[config.mk]
export PLATFORM = sky130hd
export DESIGN_NAME = reg_load_arbiter
export DESIGN_NICKNAME = d
export VERILOG_FILES = /design/src/rtl/reg_load_arbiter.sv
export SDC_FILE = /design/constraint.sdc
export NUM_CORES = 1
export LEC_CHECK = 0
export ABC_AREA = 1
export BUFFER_PORTS_ARGS = -buffer_cell sky130_fd_sc_hd__buf_2
export CELL_PAD_IN_SITES_DETAIL_PLACEMENT = 1
export CELL_PAD_IN_SITES_GLOBAL_PLACEMENT = 2
export CORE_MARGIN = 10
export CORE_UTILIZATION = 27
export CTS_CLUSTER_DIAMETER = 200
export CTS_CLUSTER_SIZE = 40
export DETAILED_ROUTE_END_ITERATION = 10
export PLACE_DENSITY = 0.83
export SLEW_MARGIN = 25
export SYNTH_ARGS = -nofsm -noshare
export SYNTH_HDL_FRONTEND = slang
export SYNTH_SLANG_ARGS = --single-unit
[constraint.sdc]
create_clock -name CLK -period 1.77 [get_ports CLK]
set_input_delay 0.2655 -clock CLK [delete_from_list [all_inputs] [get_ports CLK]]
set_output_delay 0.2655 -clock CLK [all_outputs]
set_load 0.01 [all_outputs]
[src/rtl/reg_load_arbiter.sv]
// ---------------------------------------------------------------------------
// reg_load_arbiter
//
// Shares one WIDTH-bit parallel-load register between two requesters. Each
// granted request:
//   1. drives the latched data onto D with LOAD high for one cycle,
//   2. checks the register's readback Q against that data,
//   3. reloads on a mismatch, up to MAX_RETRY extra times,
//   4. pulses ACK to the requester, with ERR set if the final readback
//      still did not match.
// Grants alternate round-robin between the two requesters.
//
// Timing without retries: REQ is sampled at edge k. GNT and LOAD are high
// after edge k. CHECK follows after edge k+1, and DONE (ACK) after edge k+2.
// The next grant can be taken at edge k+4. Each retry adds two cycles.
//
// Ports:
//   CLK    - system clock, rising edge active
//   CLR_N  - asynchronous active-low reset
//   REQ    - per-requester load request (level, held until ACK)
//   DIN0   - requester 0 write data
//   DIN1   - requester 1 write data
//   Q      - readback from the shared register output
//   D      - data bus to the register's D inputs
//   LOAD   - parallel-load strobe to the register
//   GNT    - one-hot grant (at most one bit set)
//   ACK    - one-cycle completion pulse to the granted requester
//   ERR    - one-cycle pulse alongside ACK when the final readback mismatched
// ---------------------------------------------------------------------------
module reg_load_arbiter #(
  parameter int WIDTH     = 4,
  parameter int MAX_RETRY = 2
) (
  input  logic             CLK,
  input  logic             CLR_N,
  input  logic [1:0]       REQ,
  input  logic [WIDTH-1:0] DIN0,
  input  logic [WIDTH-1:0] DIN1,
  input  logic [WIDTH-1:0] Q,
  output logic [WIDTH-1:0] D,
  output logic             LOAD,
  output logic [1:0]       GNT,
  output logic [1:0]       ACK,
  output logic             ERR
);

  // The retry counter must be able to hold MAX_RETRY.
  // It is kept at least 1 bit wide so that MAX_RETRY = 0 still elaborates.
  localparam int CNT_W = (MAX_RETRY > 0) ? $clog2(MAX_RETRY + 1) : 1;

  typedef enum logic [1:0] {
    ST_IDLE,
    ST_LOAD,
    ST_CHECK,
    ST_DONE
  } state_t;

  state_t           state_q, state_d;
  logic [WIDTH-1:0] data_q,  data_d;
  logic [1:0]       gnt_q,   gnt_d;
  logic [CNT_W-1:0] retry_q, retry_d;
  logic             ptr_q,   ptr_d;
  logic             err_q,   err_d;
  logic             winner;

  // The pointer's requester wins if it is asking.
  // Otherwise the other requester wins.
  // winner is only used when at least one REQ bit is set.
  always_comb begin
    winner = REQ[ptr_q] ? ptr_q : ~ptr_q;
  end

  always_comb begin
    state_d = state_q;
    data_d  = data_q;
    gnt_d   = gnt_q;
    retry_d = retry_q;
    ptr_d   = ptr_q;
    err_d   = err_q;

    case (state_q)
      ST_IDLE: begin
        if (|REQ) begin
          data_d  = winner ? DIN1 : DIN0;
          gnt_d   = winner ? 2'b10 : 2'b01;
          retry_d = '0;
          err_d   = 1'b0;
          state_d = ST_LOAD;
        end
      end

      ST_LOAD: begin
        state_d = ST_CHECK;
      end

      // Q here already reflects the load strobed in the previous cycle.
      ST_CHECK: begin
        if (Q == data_q) begin
          err_d   = 1'b0;
          state_d = ST_DONE;
        end else if (retry_q < CNT_W'(MAX_RETRY)) begin
          retry_d = retry_q + CNT_W'(1);
          state_d = ST_LOAD;
        end else begin
          err_d   = 1'b1;
          state_d = ST_DONE;
        end
      end

      // Hand priority to the requester that was not just served.
      ST_DONE: begin
        ptr_d   = ~gnt_q[1];
        gnt_d   = 2'b00;
        state_d = ST_IDLE;
      end

      default: begin
        state_d = ST_IDLE;
      end
    endcase
  end

  always_ff @(posedge CLK or negedge CLR_N) begin
    if (!CLR_N) begin
      state_q <= ST_IDLE;
      data_q  <= '0;
      gnt_q   <= 2'b00;
      retry_q <= '0;
      ptr_q   <= 1'b0;
      err_q   <= 1'b0;
    end else begin
      state_q <= state_d;
      data_q  <= data_d;
      gnt_q   <= gnt_d;
      retry_q <= retry_d;
      ptr_q   <= ptr_d;
      err_q   <= err_d;
    end
  end

  // All outputs decode from registered state only.
  // There is no combinational path from any input to any output.
  assign D    = data_q;
  assign LOAD = (state_q == ST_LOAD);
  assign GNT  = gnt_q;
  assign ACK  = (state_q == ST_DONE) ? gnt_q : 2'b00;
  assign ERR  = (state_q == ST_DONE) && err_q;

endmodule

==> out/qor.yml <==
run_status:
  status: "complete, no violations"
grt:
  grt_pass1_vias: 757
  antenna_found_initial: 0
  grt_max_degree: 13
  grt-ovfl-total: 0
  track_usage_pct: 7.65
  grt_pass1_wl_mm: 3.28
worst_setup_path:
  critical_path_arrival_ps: 1310
  slowest_delay_ps: 440
  critPathRequiredTime_ps: 1500
  cp_top_family: "simple AND/OR/NAND/NOR gates"
  startpoint_type: "register"
  crit_type: "reg -> out"
  rr_worst_depth: 4
  crit_buf_inv: 1
  cp.depth: 3
  slowest_stage: "dfrtp_1"
  crit_path_end_kind: "output port"
  crit_chain: "nand2_1, nor2_1, buf_2"
  crit_path_max_fanout: 11
floorplanning:
  fp.dieH_um: 71.5
  start_util_pct: 28.7
  die_area_um2: 5120
  fp-row-count: 18
  core_um2: 2500
  die_w_um: 71.5
  pin_count: 26
worst_hold_path:
  hold_path_class: "in -> reg"
  holdPathStages: 3
power_and_ir_drop:
  finalPower_w: 0.00147
  max-vdd-ir-drop_uv: 639
  powerDensity_nw_per_um2: 1620
  total_leakage_power_nw: 0.513
clocking:
  path_clk_slew_ps: 70
  htree_levels: 1
  root_buffer: "clkbuf_4"
  clk_latency_ps: 260
  cts_buffers: 3
  clock-sinks: 12
  cts_resized: 0
  clockBufferDepth: 2
  tritoncts: "done"
synthesis:
  synthCells: 94
  synth_compound_gate_area_share_pct: 9.42
  synth_top_cell_area_share_pct: 41.9
  syn_area_um2: 717
  synth-edff-count: 0
  async_flop_share_pct: 100
  synthXorXnorAreaFrac_pct: 0
  synth.distinct_cells: 21
  synthTopCellsByArea: "dfrtp_1 42%, nand2_1 15%, inv_1 8.4%"
  yosys_warnings: 0
  synth-seq-cells: 12
  synthMuxAreaShare_pct: 0
  synth_area_per_cell_um2: 7.63
  ys.flop_type: "dfrtp_1"
  synth_top_family_by_area: "simple AND/OR/NAND/NOR gates"
  synth_common_cells: "28 x nand2_1, 16 x inv_1, 12 x dfrtp_1"
  yosys.area.top_type: "dfrtp_1"
  synth-adder-area-share_pct: 0
  yosysSeqAreaShare_pct: 41.9
  synth_most_common_cell: "nand2_1"
  synth-simple-area-share_pct: 39.1
  syn_nets: 110
placed_design:
  port_buffers: 25
  post-place-cells: 148
  place.gp.congestion: 0.690
  pre_cts_ws_ps: 478
  dp_hpwl_mm: 1.60
routing:
  num_vias: 689
  postRouteAntennaNets: 0
  wl_per_cell_um: 12.9
  drtIter0Drc: 12
  top_layer_used: "met4"
  first_pass_iters: 4
  wl_met1_um: 883
  route.met3.wl_um: 146
  met2_length_um: 926
  drcViolationCount: 0
  via_per_inst: 4.53
  drt_wl_total_mm: 1.97
timing:
  final.setup.tns_ps: 0
  skew_ps: 4.05
  worstMarginPinSlew_ps: 404
  period_share_pct: 89.0
  layout_setup_ws_ps: 195
  setup_viol: 0
  hold_violations: 0
  maxSlewViolCount: 0
  rsz0062_at_grt: "no"
  slew-limit-headroom_pct: 73.0
  finalCriticalPeriod_ps: 1570
  clock.fmax_mhz: 635
layout:
  fin_cells: 152
  postLayoutCoreUtil_pct: 36.3
  syn2layout_area_growth_pct: 26.5
  drive_above_1_share_pct: 32.0
  fin_nets: 140
  diodes: 0
job:
  maxCapViolations: 0
## layout make-up
cell class,count,area [µm²]
inverters,17,63.8
clock buffers,3,22.5
flip-flops and latches,12,300
multi-input cells,64,348
repair buffers,26,135
well taps,30,37.5
fillers,317,1590
## power breakdown
part,total [W],switching [W],internal (W)
Clock,0.000163,0.0000844,0.0000785
Combinational,0.000771,0.000481,0.000290
Sequential,0.000534,0.000126,0.000408
Total,0.00147,0.000692,0.000776
## cell families (layout without fill, tap and decap cells)
kind of cell / after synthesis / in the layout
AO/OA/AOI/OAI: 9 / 9
AND/OR/NAND/NOR: 55 / 55
flip-flops: 12 / 12
buffers and inverters: 18 / 46
## what timing repair did
action / in CTS / in global routing
hold buffers: 1 / 0
hold endpoints to repair: 12 / 0
setup buffers: 0 / 0
## metrics by stage
stage               instance area, µm²  hold slack, ps
finish                             907             219
global route                       907             217
CTS                                907             215
detailed placement                 875             165
global placement                   875             164
floorplan                          717           -30.1
## worst paths after layout
check | start | end | slack (ps)
max in group asynchronous | CLR_N | retry_q[1] | 1140
hold / removal | DIN0[2] | D[2] | 220
setup / recovery | state_q[0] | ACK[0] | 200
min in group asynchronous | CLR_N | D[1] | 420
hold reg to reg | GNT[1] | ptr_q | 490
setup reg to reg | state_q[0] | D[1] | 560
## placed cells by master, fill, tap and decap left out, drive strengths merged
master       instances
nand2               30
buf                 25
inv                 17
dfrtp               12
nor2                11
nand3                9
o21ai                6
nand4                4
clkbuf               3
o22ai                1
nand3b               1
o31ai                1
a21oi                1
dlygate4sd3          1
## worst min-delay path, delay by kind of cell
kind | cells | cell delay, ps
buffers and inverters | 1 | 80
AND/OR/NAND/NOR | 2 | 100
## sequential cells by signal (all words and copies together) (netlist names)
register	flops
err_q	1
retry_q	2
state_q	2
GNT	2
D	4
ptr_q	1
## routing by layer
metal | up-vias | GRT usage (%)
met1 | 316 | 8.79
met4 | 0 | 3.23
met5 | - | 0
met3 | 2 | 3.03
li1 | 355 | -
met2 | 16 | 12.3
(Power assumes the default switching activity.)
